$ cat src/rtl/matvec_mac_engine.sv
// Signed matrix-vector multiply engine: y[ROWS] = A[ROWS][COLS] * x[COLS], one column per cycle.
// Optional feature macro SATURATE_EN: clamp accumulators and report the sticky sat flag.
module matvec_mac_engine #(
   parameter int ROWS   = 8,
   parameter int COLS   = 8,
   parameter int DATA_W = 8,
   parameter int ACC_W  = 24,
   localparam int SEL_W = $clog2(ROWS + 1),
   localparam int IDX_W = (ROWS > 1) ? $clog2(ROWS) : 1
) (
   input  logic                     clk,
   input  logic                     rst_n,
   input  logic                     clr,
   input  logic                     wr_en,
   input  logic [SEL_W-1:0]         wr_sel,
   input  logic signed [DATA_W-1:0] wr_data,
   input  logic                     start,
   output logic                     ready,
   output logic                     busy,
   output logic                     done,
   output logic                     err,
   output logic                     sat,
   input  logic [IDX_W-1:0]         rd_idx,
   output logic signed [ACC_W-1:0]  rd_data
);

   localparam int PTR_W  = $clog2(COLS + 1);
   localparam int K_W    = (COLS > 1) ? $clog2(COLS) : 1;
   localparam int PROD_W = 2 * DATA_W;

   typedef enum logic [1:0] {S_IDLE, S_RUN, S_DONE} state_t;

   state_t                    state;
   logic [K_W-1:0]            k;
   logic signed [DATA_W-1:0]  a_mem [ROWS][COLS];
   logic signed [DATA_W-1:0]  x_mem [COLS];
   logic [PTR_W-1:0]          wptr  [ROWS+1];
   logic signed [ACC_W-1:0]   acc   [ROWS];
   logic signed [ACC_W-1:0]   acc_next [ROWS];
   logic [ROWS-1:0]           clamp;
   logic                      all_full;
   logic                      sel_full;
   logic                      wr_ok;

   // NOTE: every always_comb output gets a default first, so no path can infer a latch.
   always_comb begin
      all_full = 1'b1;
      for (int i = 0; i <= ROWS; i++) begin
         if (wptr[i] != PTR_W'(COLS)) all_full = 1'b0;
      end
      sel_full = 1'b1;
      if (wr_sel <= SEL_W'(ROWS)) sel_full = (wptr[wr_sel] == PTR_W'(COLS));
   end

   assign wr_ok = wr_en && (state == S_IDLE) && !sel_full;
   assign ready = (state == S_IDLE) && all_full;
   assign busy  = (state == S_RUN);
   assign done  = (state == S_DONE);

   // One MAC per row: the k==0 term restarts the sum so a new job needs no explicit clear.
   always_comb begin
      logic signed [PROD_W-1:0] prod;
      logic signed [ACC_W-1:0]  base;
      logic signed [ACC_W:0]    sum;
      for (int r = 0; r < ROWS; r++) begin
         prod        = a_mem[r][k] * x_mem[k];
         base        = (k == '0) ? '0 : acc[r];
         sum         = {base[ACC_W-1], base}
                     + {{(ACC_W + 1 - PROD_W){prod[PROD_W-1]}}, prod};
         acc_next[r] = sum[ACC_W-1:0];
         clamp[r]    = 1'b0;
`ifdef SATURATE_EN
         if (sum[ACC_W] != sum[ACC_W-1]) begin
            clamp[r]    = 1'b1;
            acc_next[r] = sum[ACC_W] ? {1'b1, {(ACC_W-1){1'b0}}} : {1'b0, {(ACC_W-1){1'b1}}};
         end
`endif
      end
   end

   // NOTE: buffer storage carries no reset; a buffer is only read after its pointer shows it full.
   always_ff @(posedge clk) begin
      if (rst_n && !clr && wr_ok) begin
         if (wr_sel == SEL_W'(ROWS)) x_mem[wptr[wr_sel][K_W-1:0]] <= wr_data;
         else a_mem[wr_sel[IDX_W-1:0]][wptr[wr_sel][K_W-1:0]] <= wr_data;
      end
   end

`ifdef SATURATE_EN
   logic sat_q;
   assign sat = sat_q;
`else
   assign sat = 1'b0;
`endif

   // NOTE: state registers use non-blocking assignments so every flop samples pre-edge values.
   always_ff @(posedge clk) begin
      if (!rst_n || clr) begin
         state <= S_IDLE;
         k     <= '0;
         err   <= 1'b0;
`ifdef SATURATE_EN
         sat_q <= 1'b0;
`endif
         for (int i = 0; i <= ROWS; i++) wptr[i] <= '0;
         for (int r = 0; r < ROWS; r++) acc[r] <= '0;
      end else begin
         if (wr_en && !wr_ok) err <= 1'b1;
         if (wr_ok) wptr[wr_sel] <= wptr[wr_sel] + 1'b1;
         case (state)
            S_IDLE: begin
               if (start && ready) begin
                  state <= S_RUN;
                  k     <= '0;
               end
            end
            S_RUN: begin
               for (int r = 0; r < ROWS; r++) acc[r] <= acc_next[r];
`ifdef SATURATE_EN
               if (|clamp) sat_q <= 1'b1;
`endif
               if (k == K_W'(COLS - 1)) state <= S_DONE;
               else k <= k + 1'b1;
            end
            S_DONE: begin
               // Buffers are consumed: the next job must reload every buffer.
               for (int i = 0; i <= ROWS; i++) wptr[i] <= '0;
               state <= S_IDLE;
            end
            default: state <= S_IDLE;
         endcase
      end
   end

   always_comb begin
      rd_data = '0;
      if (rd_idx < IDX_W'(ROWS) || ROWS == (1 << IDX_W)) rd_data = acc[rd_idx];
   end

endmodule
$ cat config.mk
export PLATFORM = sky130hd
export DESIGN_NAME = matvec_mac_engine
export DESIGN_NICKNAME = d
export VERILOG_FILES = /design/src/rtl/matvec_mac_engine.sv
export SDC_FILE = /design/constraint.sdc
export NUM_CORES = 2
export LEC_CHECK = 0
export ABC_CLOCK_PERIOD_IN_PS = 8000
export CAP_MARGIN = 20
export CORE_MARGIN = 2
export CORE_UTILIZATION = 40
export DETAILED_ROUTE_END_ITERATION = 10
export PLACE_DENSITY_LB_ADDON = 0.3
export SYNTH_ARGS = -nofsm -noshare
export SYNTH_HDL_FRONTEND = slang
export SYNTH_SLANG_ARGS = --single-unit
$ cat constraint.sdc
create_clock -name clk -period 8 [get_ports clk]
set_input_delay 1.6 -clock clk [delete_from_list [all_inputs] [get_ports clk]]
set_output_delay 1.6 -clock clk [all_outputs]
set_load 0.01 [all_outputs]
* After elaboration in Yosys (flattened, before gate mapping)
Memories as Yosys holds them, arrays and structs flattened. A register that Yosys moved wholly into a read port is not among the register bits.
Index checks and enable logic that the tools add are counted.
** Storage, ports and cells
- Memories :: 4
- Input bits :: 20
- RAM bits :: 804
- Bits in read-only memories :: 0
- Logic and storage cells :: 173
- Bits in latches :: 0
- Flip-flop bits (word level) :: 6
- Output and inout bits :: 29
** Operators by class
- Reductions and logical operators :: 19
- Multiplexer cells :: 89
- Bitwise operators :: 19
- Divide/modulo/power cells :: 0
- Shift operators :: 0
- Equal/unequal tests :: 17
- Add/sub/neg operators :: 10
- Magnitude comparators :: 4
- Multiply operators :: 8
** Memories
- a_mem :: words 8, bits a word 64, read ports 8, clocked after memory_dff 0, write ports 1, line 35 : logic signed [DATA_W-1:0] a_mem [ROWS][COLS];
- acc :: words 8, bits a word 24, read ports 9, clocked after memory_dff 0, write ports 8, line 38 : logic signed [ACC_W-1:0] acc [ROWS];
- x_mem :: words 8, bits a word 8, read ports 1, clocked after memory_dff 1, write ports 1, line 36 : logic signed [DATA_W-1:0] x_mem [COLS];
- wptr :: words 9, bits a word 4, read ports 10, clocked after memory_dff 0, write ports 9, line 37 : logic [PTR_W-1:0] wptr [ROWS+1];
** Operators with widths (count)
- $mux W24 :: 16
- $add A24 B16 Y24 :: 8
- $bmux W8 S3 :: 8
- $mux W8 :: 17
- $mul A8 B8 Y16 :: 8
- $mux W64 :: 1
- $mux W4 :: 11
- $ne A4 B4 Y1 const B :: 9
- $mux W1 :: 27
- $demux W8 S3 :: 1
- $or A1 B1 Y1 :: 17
- $mux W3 :: 4
- $eq A4 B4 Y1 const B :: 2
- $ge A4 B4 Y1 const B :: 2
- $logic_and A1 B1 Y1 :: 8
- $not A3 Y4 :: 2
- $pmux W3 S2 :: 1
- $add A4 B1 Y4 const B :: 1
- $le A4 B4 Y1 const B :: 1
- $logic_not A1 Y1 :: 4
- $lt A4 B1 Y1 const B :: 1
- $mux W2 :: 2
- $ne A2 B1 Y1 const B :: 2
- $pmux W2 S2 :: 1
- 12 further kinds :: 12

* Depth between registers and ports, before layout
An unclocked memory read counts as a cell.
- Depth in word-level cells :: 17
- Gate-level depth with buffers :: 29
- Mapped depth without buffers :: 22

* Worst setup path before layout
No wires, ideal clock.
- Path type :: reg2reg
- Start point :: reg k[0]
- End point :: mem acc[2][22] (data pin)
- Arrival :: 7.496 ns
- Buffers on the path :: 7
- Setup slack :: 0.238 ns
- Data required time :: 7.734 ns
- Period minus slack after synthesis :: 7.762 ns
- Cell stages (with the launch flop) :: 30
- Library setup time :: 0.266 ns
- Cells stage by stage :: dfxtp_1 -> clkbuf_1 -> clkbuf_1 -> buf_2 -> buf_1 -> inv_1 -> ha_1 -> nand2b_1 -> clkbuf_1 -> clkbuf_1 -> clkbuf_1 -> nand2_1 -> fa_1 -> inv_1 -> fa_1 -> ha_1 -> inv_1 -> fa_1 -> inv_1 -> ha_1 -> ha_1 -> fa_1 -> a21o_1 -> a21o_1 -> a2111oi_0 -> o31ai_1 -> a311o_1 -> o31ai_1 -> xor2_1 -> nor2_1
** RTL lines
- from (decl) :: line 34 : logic [K_W-1:0] k;
- from (signal assigned) :: line 123 : else k <= k + 1'b1;
- to (decl) :: line 38

==> impl_summary.md <==
Synth
The instance count of the mapped netlist is 5145. The average instance area after synthesis is between 10 and 15 µm². The synthesized design contains 832 enable-type register cells. The post-synth design cell area is 66800 µm². The flip-flop and latch count after synthesis is 841. The share of synthesized flip-flops with an asynchronous set or reset is 0%. Ranked by total cell area, the synthesized netlist is headed by sky130_fd_sc_hd__edfxtp_1 37%, sky130_fd_sc_hd__fa_1 25%, sky130_fd_sc_hd__ha_1 8.2%. The synthesized design spends more area on one cell type than any other, namely sky130_fd_sc_hd__edfxtp_1. After synthesis, the largest area contributor takes up 37.4% of total cell area.

The warning count from the yosys run is 0. The unique cell type count in the Yosys netlist is 74. The post-synthesis sequential area ratio is a little under two fifths.

The most instantiated flip-flop cell in the synthesis netlist is sky130_fd_sc_hd__edfxtp_1.

Hold path
The count of cells along the worst hold path is 2. The min-delay analysis places its worst path in the category reg2reg.

Place
The placed wire-length estimate is ~130 mm. Routability-driven placement finished with a final weighted congestion of 0.881. The worst-case setup slack after placement is 351 ps. In this run the cell area measured after placement is 70700 µm². The number of buffers inserted by port buffering is 47.

Global route
Entering global routing, the biggest net connects 73 pins. The combined global-route utilization of all metal layers is between 20% and 30%. The via count of the first global-routing pass is 43700. The number of antenna violations at the first check in global routing is 14.

The wire length of the first global-routing pass is between 200 and 300 mm. After global routing the overflow that remains totals 0.

Timing
Setup repair after global routing left no endpoint under its margin. On the final layout, the worst clock skew is 58.4 ps. The post-layout worst setup margin is 461 ps. The routed design could run at a clock period as short as 7540 ps. The final setup violation count is 0.

The worst path uses a little over nine tenths of the clock period. The total count of hold-check failures in the final report is 0. For the pin with the worst max-slew slack, the measured transition is 1080 ps.

The final-report max-slew violation count is 0. The worst relative slew slack is 28.0%. The final-layout worst hold slack is ~500 ps. The post-route setup TNS is 0 ps. Timing would allow up to 133 MHz.

Die
The floorplan step defined a die boundary enclosing 170000 µm². The number of core rows is approximately 150. The die width is 413 µm. The height of the die is 413 µm.

The starting density of the core is 40.4%. The total I/O pin count is 49. The core region is 165000 µm².

Worst setup path
The top fanout value on the critical path is just over 40. The worst setup path is launched from a flip-flop. The data required time of the critical path is 8440 ps. The number of cells on the worst reg-to-reg path is 18. The data arrival at the endpoint of the critical path is 7980 ps. The critical path class is reg2reg. The slack of the worst reg-to-reg path is around 460 ps. The endpoint class of the critical path is a flip-flop.

In this run the critical register-to-register path is captured at acc[7][22]. In this run the worst setup path terminates at acc[7][22].

Pwr
Power spread over the standard cell area amounts to 138 nW/µm². VDD sags by at most between 0.1 and 0.15 mV. The static leakage is 30.9 nW.

Cells and area
The post-layout utilization of the core is 44.7%. The finished cells cover roughly 74000 µm². The share of cells above drive strength 1 is roughly 12%. The net count of the finished layout is 6571. Compared with the post-synthesis result, the final layout area differs by 10.6%.

Drt
The number of vias per cell is between 5 and 6. Before antenna repair, the detailed router went through 5 iterations. The overall via count from detail_route is 39900.

The remaining design rule violation count is 0. After detailed routing, the average wire length per cell comes to 22.1 µm. The remaining antenna violation count after routing is 0. The detailed router's first-iteration violation count is 3037.

The final layout contains routed wiring with a total length of 167 mm.

Clock network
The clock insertion delay at the later pin of the skew report is 730 ps. The setup fix buffers added after clock tree synthesis is 0. The master cell of the clock root buffer is sky130_fd_sc_hd__clkbuf_16. After clock tree synthesis, the clock-pin slew on the worst setup and hold paths is 60 ps.

TritonCTS created 94 clock buffers. TritonCTS built the clock tree. The maximum buffer depth of the clock tree is 3. The clock tree synthesis step divided the H-tree into 3 levels. Counting every sink on the clock net gives between 800 and 900.

Status
The run finished with clean final reports.

Flow run
Across the run, the number of max-cap violations was 0.
layer usage:
metal  vias to the layer above  global-route usage, %  part of all wire [%]
li1                      17700                      -                     -
met1                     20900                   27.9                    44
met2                      1057                   33.9                    48
met3                       205                   2.82                   5.5
met4                         2                   5.12                   2.4
met5                         -                      0                0.0078
cell usage in the layout (no fill, tap or decap), drive strengths merged, types with 20 or more instances in the layout:
master,n
and2,175
or2,71
nor2b,28
and3,48
clkbuf,115
a21oi,94
xor2,58
a211oi,20
nand2b,43
nor3,26
edfxtp,832
o21a,30
nand2,209
xnor2,129
clkinv,38
a21o,74
conb,29
buf,145
fa,832
o21ai,67
nand3,30
mux2i,77
nor2,611
ha,437
mux4,211
inv,677
mux2,57
clkdlybuf4s50,37
a31oi,20
sequential cells by signal (all words and copies together), names as in the netlist, named ones only:
| name | flops |
|---|---|
| acc | 192 |
| a_mem | 512 |
| k | 3 |
| wptr | 64 |
| err | 1 |
| x_mem | 64 |
| state | 2 |
worst min path at each step:
stage                         from  endpoint  slack (ps)
after floorplan           state[1]  state[0]         480
after global placement         err       err         460
after detailed placement       err       err         470
after CTS                      err       err         500
after global routing           err       err         530
final                          err       err         490
what timing repair did:
item | CTS | global route
hold endpoints to repair | 0 | 0
hold buffers | 0 | 0
resized for setup | 0 | 1
setup endpoints to repair | 0 | 1
metrics by stage:
| step | total power, mW | std cells |
|---|---|---|
| 3_5_place_dp | 5.82 | 7373 |
| 2_1_floorplan | 5.52 | 5173 |
| 6_report | 10.2 | 7553 |
| 5_1_grt | 10.5 | 7549 |
| 3_3_place_gp | 5.81 | 7373 |
| 4_1_cts | 10.3 | 7547 |
layout make-up:
type	instances	area (µm²)
fillers	14800	91500
multi-input cells	3493	38700
flip-flops and latches	841	25200
well taps	2189	2740
inverters	670	2510
clock buffers	115	2450
repair buffers	182	1540
clock inverters	59	689
diodes	4	10.0
Yosys cell counts (3+ instances only):
| cell type | instances |
|---|---|
| sky130_fd_sc_hd__dfxtp_1 | 9 |
| sky130_fd_sc_hd__clkbuf_1 | 127 |
| sky130_fd_sc_hd__nor2_1 | 611 |
| sky130_fd_sc_hd__o21a_1 | 30 |
| sky130_fd_sc_hd__buf_1 | 30 |
| sky130_fd_sc_hd__nor4_1 | 7 |
| sky130_fd_sc_hd__inv_1 | 670 |
| sky130_fd_sc_hd__o21bai_1 | 15 |
| sky130_fd_sc_hd__xor2_1 | 58 |
| sky130_fd_sc_hd__fa_1 | 832 |
| sky130_fd_sc_hd__mux4_2 | 196 |
| sky130_fd_sc_hd__o211ai_1 | 6 |
| sky130_fd_sc_hd__a211o_1 | 3 |
| sky130_fd_sc_hd__o2111ai_1 | 3 |
| sky130_fd_sc_hd__a21oi_1 | 94 |
| sky130_fd_sc_hd__o31a_1 | 3 |
| sky130_fd_sc_hd__nand2b_1 | 42 |
| sky130_fd_sc_hd__nor2b_1 | 28 |
| sky130_fd_sc_hd__o21ai_0 | 64 |
| sky130_fd_sc_hd__o41ai_1 | 3 |
| sky130_fd_sc_hd__a21o_1 | 74 |
| sky130_fd_sc_hd__a2111oi_0 | 5 |
| sky130_fd_sc_hd__and3_1 | 48 |
| sky130_fd_sc_hd__nor3b_1 | 7 |
| sky130_fd_sc_hd__nand4_1 | 12 |
| sky130_fd_sc_hd__or3_1 | 12 |
| sky130_fd_sc_hd__nor3_1 | 26 |
| sky130_fd_sc_hd__mux2_2 | 57 |
| sky130_fd_sc_hd__and2_1 | 175 |
| sky130_fd_sc_hd__nand3_1 | 30 |
| sky130_fd_sc_hd__edfxtp_1 | 832 |
| sky130_fd_sc_hd__xnor2_1 | 129 |
| sky130_fd_sc_hd__a31oi_1 | 20 |
| sky130_fd_sc_hd__or2_2 | 70 |
| sky130_fd_sc_hd__a211oi_1 | 20 |
| sky130_fd_sc_hd__o31ai_1 | 11 |
| sky130_fd_sc_hd__ha_1 | 437 |
| sky130_fd_sc_hd__mux2i_1 | 77 |
| sky130_fd_sc_hd__mux4_1 | 15 |
| sky130_fd_sc_hd__nand2_1 | 208 |
| sky130_fd_sc_hd__buf_2 | 8 |
cells by family (layout without fill, tap and decap cells):
kind of cell | Yosys count | after routing | share of synthesized area [%]
other | 1 | 33 | 0.00561
AO/OA/AOI/OAI | 376 | 376 | 3.68
XOR/XNOR | 187 | 187 | 2.45
flip-flops | 841 | 841 | 37.7
AND/OR/NAND/NOR | 1287 | 1287 | 8.96
buffers and inverters | 839 | 1026 | 4.78
multiplexers | 345 | 345 | 9.31
adder cells (fa/ha/maj) | 1269 | 1269 | 33.1
worst max-delay path: stages (launching register included):
cell	delay (ps)
sky130_fd_sc_hd__dfxtp_1	730
sky130_fd_sc_hd__buf_4	240
sky130_fd_sc_hd__mux4_2	520
sky130_fd_sc_hd__mux2i_4	180
sky130_fd_sc_hd__buf_4	570
sky130_fd_sc_hd__fa_1	530
sky130_fd_sc_hd__inv_1	80
sky130_fd_sc_hd__fa_1	450
sky130_fd_sc_hd__fa_1	570
sky130_fd_sc_hd__fa_1	430
sky130_fd_sc_hd__fa_1	440
sky130_fd_sc_hd__ha_1	340
sky130_fd_sc_hd__a21o_1	210
sky130_fd_sc_hd__a2111oi_0	750
sky130_fd_sc_hd__o31ai_1	320
sky130_fd_sc_hd__a311o_1	370
sky130_fd_sc_hd__o31ai_1	250
sky130_fd_sc_hd__xor2_1	170
sky130_fd_sc_hd__nor2_1	50
where the power goes:
part	switching, mW	total, mW	internal (mW)
sequential	0.0671	5.00	4.94
clock	1.92	4.45	2.54
combinational	0.443	0.726	0.283
total	2.43	10.2	7.76
No activity file was read; power rests on OpenSTA's default activity.
